`src/rtl/pwm_multi_dt.sv`:
```
// Multi-channel edge-aligned PWM with shadowed duty/period,
// complementary outputs, dead time and full-duty flags.
module pwm_multi_dt #(
    parameter int WIDTH = 8,
    parameter int CH    = 3,
    parameter int DT_W  = 4
) (
    input  logic                CLK,
    input  logic                RSTN,
    input  logic                E,
    input  logic [WIDTH-1:0]    PERIOD,
    input  logic [CH*WIDTH-1:0] DUTY,
    input  logic                LOAD,
    input  logic [DT_W-1:0]     DT,
    output logic [CH-1:0]       HI,
    output logic [CH-1:0]       LO,
    output logic [CH-1:0]       FULL,
    output logic                SYNC
);

    localparam logic [2:0] S_IDLE = 3'd0;
    localparam logic [2:0] S_LO   = 3'd1;
    localparam logic [2:0] S_DTH  = 3'd2;
    localparam logic [2:0] S_HI   = 3'd3;
    localparam logic [2:0] S_DTL  = 3'd4;

    logic [WIDTH-1:0]    cnt;
    logic [WIDTH-1:0]    per_sh;
    logic [CH*WIDTH-1:0] duty_sh;
    logic                pending;
    logic                bnd;
    logic                upd;
    logic [CH-1:0]       full_nxt;

    assign bnd = (cnt == per_sh);
    assign upd = bnd & (pending | LOAD);

    // Full flag: duty beyond the period keeps the high side on
    always_comb begin
        full_nxt = '0;
        for (int i = 0; i < CH; i++) begin
            full_nxt[i] = E && (duty_sh[i*WIDTH +: WIDTH] > per_sh);
        end
    end

    // Shared counter, shadow registers, period sync and full flags
    always_ff @(posedge CLK or negedge RSTN) begin
        if (!RSTN) begin
            cnt     <= '0;
            per_sh  <= '0;
            duty_sh <= '0;
            pending <= 1'b0;
            SYNC    <= 1'b0;
            FULL    <= '0;
        end else begin
            FULL <= full_nxt;
            if (!E) begin
                cnt     <= '0;
                per_sh  <= PERIOD;
                duty_sh <= DUTY;
                pending <= 1'b0;
                SYNC    <= 1'b0;
            end else begin
                cnt  <= bnd ? '0 : cnt + WIDTH'(1);
                SYNC <= bnd;
                if (upd) begin
                    per_sh  <= PERIOD;
                    duty_sh <= DUTY;
                    pending <= 1'b0;
                end else if (LOAD) begin
                    pending <= 1'b1;
                end
            end
        end
    end

    for (genvar i = 0; i < CH; i++) begin : g_ch
        logic            raw;
        logic [2:0]      st;
        logic [2:0]      nst;
        logic [DT_W-1:0] dtc;
        logic [DT_W-1:0] ndtc;
        logic            hi_q;
        logic            lo_q;

        assign raw   = (cnt < duty_sh[i*WIDTH +: WIDTH]);
        assign HI[i] = hi_q;
        assign LO[i] = lo_q;

        // Next-state logic: dead band on every side swap, abort on glitch
        always_comb begin
            nst  = st;
            ndtc = dtc;
            if (!E) begin
                nst = S_IDLE;
            end else begin
                unique case (st)
                    S_IDLE: nst = raw ? S_HI : S_LO;
                    S_LO: begin
                        if (raw) begin
                            if (DT == '0) begin
                                nst = S_HI;
                            end else begin
                                nst  = S_DTH;
                                ndtc = DT;
                            end
                        end
                    end
                    S_DTH: begin
                        if (!raw) begin
                            nst = S_LO;
                        end else if (dtc <= DT_W'(1)) begin
                            nst = S_HI;
                        end else begin
                            ndtc = dtc - DT_W'(1);
                        end
                    end
                    S_HI: begin
                        if (!raw) begin
                            if (DT == '0) begin
                                nst = S_LO;
                            end else begin
                                nst  = S_DTL;
                                ndtc = DT;
                            end
                        end
                    end
                    S_DTL: begin
                        if (raw) begin
                            nst = S_HI;
                        end else if (dtc <= DT_W'(1)) begin
                            nst = S_LO;
                        end else begin
                            ndtc = dtc - DT_W'(1);
                        end
                    end
                    default: nst = S_IDLE;
                endcase
            end
        end

        // State and gate outputs registered from the same next state
        always_ff @(posedge CLK or negedge RSTN) begin
            if (!RSTN) begin
                st   <= S_IDLE;
                dtc  <= '0;
                hi_q <= 1'b0;
                lo_q <= 1'b0;
            end else begin
                st   <= nst;
                dtc  <= ndtc;
                hi_q <= (nst == S_HI);
                lo_q <= (nst == S_LO);
            end
        end
    end

endmodule

```
`config.mk`:
```
export PLATFORM = sky130hd
export DESIGN_NAME = pwm_multi_dt
export DESIGN_NICKNAME = d
export VERILOG_FILES = /design/src/rtl/pwm_multi_dt.sv
export SDC_FILE = /design/constraint.sdc
export NUM_CORES = 1
export LEC_CHECK = 0
export CAP_MARGIN = 0
export CORE_MARGIN = 2
export CORE_UTILIZATION = 64
export CTS_BUF_LIST = sky130_fd_sc_hd__clkbuf_4
export CTS_CLUSTER_DIAMETER = 40
export DETAILED_ROUTE_END_ITERATION = 8
export PLACE_DENSITY = 0.95
export SLEW_MARGIN = 10
export SYNTH_ARGS = -nofsm -noshare
export SYNTH_HDL_FRONTEND = slang
export SYNTH_SLANG_ARGS = --single-unit
```
`constraint.sdc`:
```
create_clock -name CLK -period 3.9 [get_ports CLK]
set_input_delay 1.17 -clock CLK [delete_from_list [all_inputs] [get_ports CLK]]
set_output_delay 1.17 -clock CLK [all_outputs]
set_load 0.005 [all_outputs]
```
==> impl_metrics.py <==
metrics = {
    "run_status": {
        "outcome": "completed",
    },
    "layout": {
        "antenna_cells": 0,
        "drive_above_1_share_pct": 6.740,
        "seqCellArea_um2": 1802,
        "area_growth_pct": 14.17,
        "fillerInstances": 438,
        "nNetsFinal": 637,
        "multi_input_area_um2": 2541,
    },
    "clocking": {
        "clkTransAtPathRegs_ns": 0.11,
        "cts-root-buf": "clkbuf_4",
        "htreeDepth": 3,
        "insertion_delay_ns": 0.46,
        "postCtsHoldBufs": 0,
        "cts_buffers": 9,
        "clock-sinks": 72,
        "cts_tree": "done",
        "postCtsSetupBuffers": 0,
        "cts_buffer_depth": 2,
        "postCtsResizedCells": 0,
    },
    "hold_path": {
        "hold-path-cell-count": 1,
        "min_to": "g_ch[2].dtc[1]$_DFFE_PN0P_",
        "worstHoldStart": "g_ch[2].dtc[1]$_DFFE_PN0P_",
        "hold_path.class": "reg -> reg",
    },
    "route": {
        "wire_per_inst_um": 17.13,
        "drt_iter0_drc": 442,
        "vias_per_cell": 6.167,
        "drt_pass1_iterations": 5,
        "num_vias": 3978,
        "routed_wl_um": 11050,
        "route.detailed.drc": 0,
        "antenna_left": 0,
    },
    "grt": {
        "grt_pass1_vias": 3856,
        "overflow": 0,
        "grt_pass1_wl_um": 17970,
        "grt_usage_pct": 29.97,
        "grt_max_degree": 44,
        "antenna_found_initial": 0,
    },
    "worst_setup_path": {
        "max_stage_delay_ns": 0.63,
        "r2r_start": "cnt[2]$_DFF_PN0_",
        "crit_arrival_ns": 3.46,
        "r2r-end": "g_ch[2].dtc[1]$_DFFE_PN0P_",
        "crit_slowest_cell": "clkdlybuf4s50_1",
        "cp-end-kind": "flop",
        "crit_chain": "clkdlybuf4s50_1, nor4_1, buf_4, nor3b_1, a21oi_1, a311oi_2, o21a_1, mux2_4",
        "critical_path_class": "in -> reg",
        "ff2ff_path_depth": 7,
        "reg2reg_slack_ns": 0.96,
        "crit_required_ns": 4.24,
        "crit_fanout": 7,
        "startpoint_type": "input pin",
    },
    "power": {
        "ir_worst_vdd_uv": 184.1,
        "power_density_nw_per_um2": 385.7,
        "cellLeakagePower_nw": 2.549,
    },
    "sta": {
        "worst_pin_slew_ns": 0.5345,
        "drv_slew": 0,
        "worst_slack_ns": 0.7787,
        "finalCritPeriodShare_pct": 80.03,
        "fin_crit_ns": 3.121,
        "rsz0062_at_grt": "no",
        "tns_ns": 0,
        "finalSetupViolCount": 0,
        "fmax_ghz": 0.3204,
        "whs_ns": 0.5411,
        "max-slew-margin-rel_pct": 63.34,
        "fin_skew_ns": 0.02212,
        "hold_viol": 0,
    },
    "flow_run": {
        "drv_cap": 0,
    },
    "yosys": {
        "synth_edf_count": 0,
        "ys_ff_latch": 72,
        "avgSynthCellArea_um2": 9.234,
        "ys_warn_count": 0,
        "seq_area_frac_synth_pct": 39.02,
        "synthArstFlopShare_pct": 100.0,
        "syn-instance-count": 500,
        "synth_ff_type": "dfrtp_1",
        "synthesis.area_um2": 4617,
        "syn_nets": 592,
        "ys_types": 57,
    },
    "die": {
        "dieArea_um2": 7909,
        "io_pins": 50,
        "core-area_um2": 6869,
        "chipHeight_um": 88.94,
        "die-width_um": 88.94,
        "fp-row-count": 30,
        "start_util_pct": 67.21,
    },
    "placement": {
        "place_ws_ns": 0.3729,
        "gp_congestion": 0.8293,
        "dpl.hpwl_um": 8111,
        "port_buffers": 49,
    },
}
## how the worst max path moves through the flow
stage	from	endpoint	cells after the start
floorplan	DT[0]	g_ch[2].dtc[1]$_DFFE_PN0P_	6
global placement	DT[0]	g_ch[1].dtc[1]$_DFFE_PN0P_	8
detailed placement	DT[0]	g_ch[1].dtc[1]$_DFFE_PN0P_	8
CTS	DT[0]	g_ch[1].dtc[1]$_DFFE_PN0P_	8
global route	DT[0]	g_ch[1].dtc[1]$_DFFE_PN0P_	8
finish	DT[0]	g_ch[1].dtc[1]$_DFFE_PN0P_	8
## through the flow
| step | std cells | util, % | total power, W | instance area, um^2 |
|---|---|---|---|---|
| after CTS | 645 | 76.74 | 0.002019 | 5271 |
| after floorplan | 500 | - | 0.001407 | 4617 |
| after global placement | 630 | 75.21 | 0.001568 | 5166 |
| after global routing | 645 | 76.74 | 0.002156 | 5271 |
| after detailed placement | 630 | 75.21 | 0.001624 | 5166 |
| final | 645 | 76.74 | 0.002033 | 5271 |
## cell usage in the layout (no fill, tap or decap), drive strengths merged, types with 9 or more instances in the layout
cell type,Yosys,final
a211oi,9,9
a21oi,14,14
clkbuf,9,11
clkdlybuf4s50,0,48
dfrtp,72,72
ha,52,52
inv,44,44
nand2,44,44
nand3,10,10
nand4,10,10
nor2,44,44
o21ai,60,60
xor2,14,14
## where the power goes
part	total, W	leakage, nW	switching (W)	internal, W
sequential	0.000971	0.895	0.000111	0.000860
combinational	0.000654	1.59	0.000357	0.000297
clock	0.000408	0.0625	0.000269	0.000139
## critical path, delay by kind of cell
| kind | cells | cell delay (ns) |
|---|---|---|
| and+or+nand+nor | 2 | 0.42 |
| AOI/OAI and AO/OA | 3 | 0.77 |
| muxes | 1 | 0.30 |
| buffers and inverters | 2 | 0.80 |
## metal layers
layer / global-route usage [%] / part of all wire [%] / up-vias
met1: 38.58 / 42 / 1913
met3: 5.633 / 5.6 / 43
met5: 0 / 0 / -
met4: 13.70 / 3.4 / 0
li1: - / - / 1865
met2: 49.39 / 49 / 157
## kinds of logic (layout without fill, tap and decap cells)
kind of cell | Yosys count | in the layout | synth area share, %
fa+ha+maj | 52 | 52 | 14.09
flops | 72 | 72 | 39.02
compound gates | 131 | 131 | 19.43
simple gates | 152 | 152 | 15.75
mux | 9 | 9 | 2.114
buf+inv | 66 | 115 | 6.179
xor+xnor | 18 | 18 | 3.415
## cells in the mapped netlist, drive strengths merged (9+ instances only)
library cell	instances	area [um^2]
dfrtp	72	1802
o21ai	60	304.0
ha	52	650.6
inv	44	165.2
nand2	44	165.2
nor2	44	170.2
a21oi	14	70.07
xor2	14	122.6
buf	13	86.33
nand3	10	50.05
nand4	10	62.56
a211oi	9	115.1
clkbuf	9	33.78
## state kept, by name (all words and copies together) (netlist names)
signal,flops
SYNC,1
g_ch.st,9
per_sh,8
cnt,8
g_ch.hi_q,3
duty_sh,24
FULL,3
pending,1
g_ch.dtc,12
g_ch.lo_q,3
## area by class of cell
cell class                 instances  share of cell area, %
multi-input combinational        362                  48.21
clock inverter                     4                 0.4272
timing repair buffer              56                  10.21
inverter                          44                  3.133
tap                               96                  2.279
sequential                        72                  34.18
clock buffer                      11                  1.567
No activity file was read; power rests on OpenSTA's default activity.
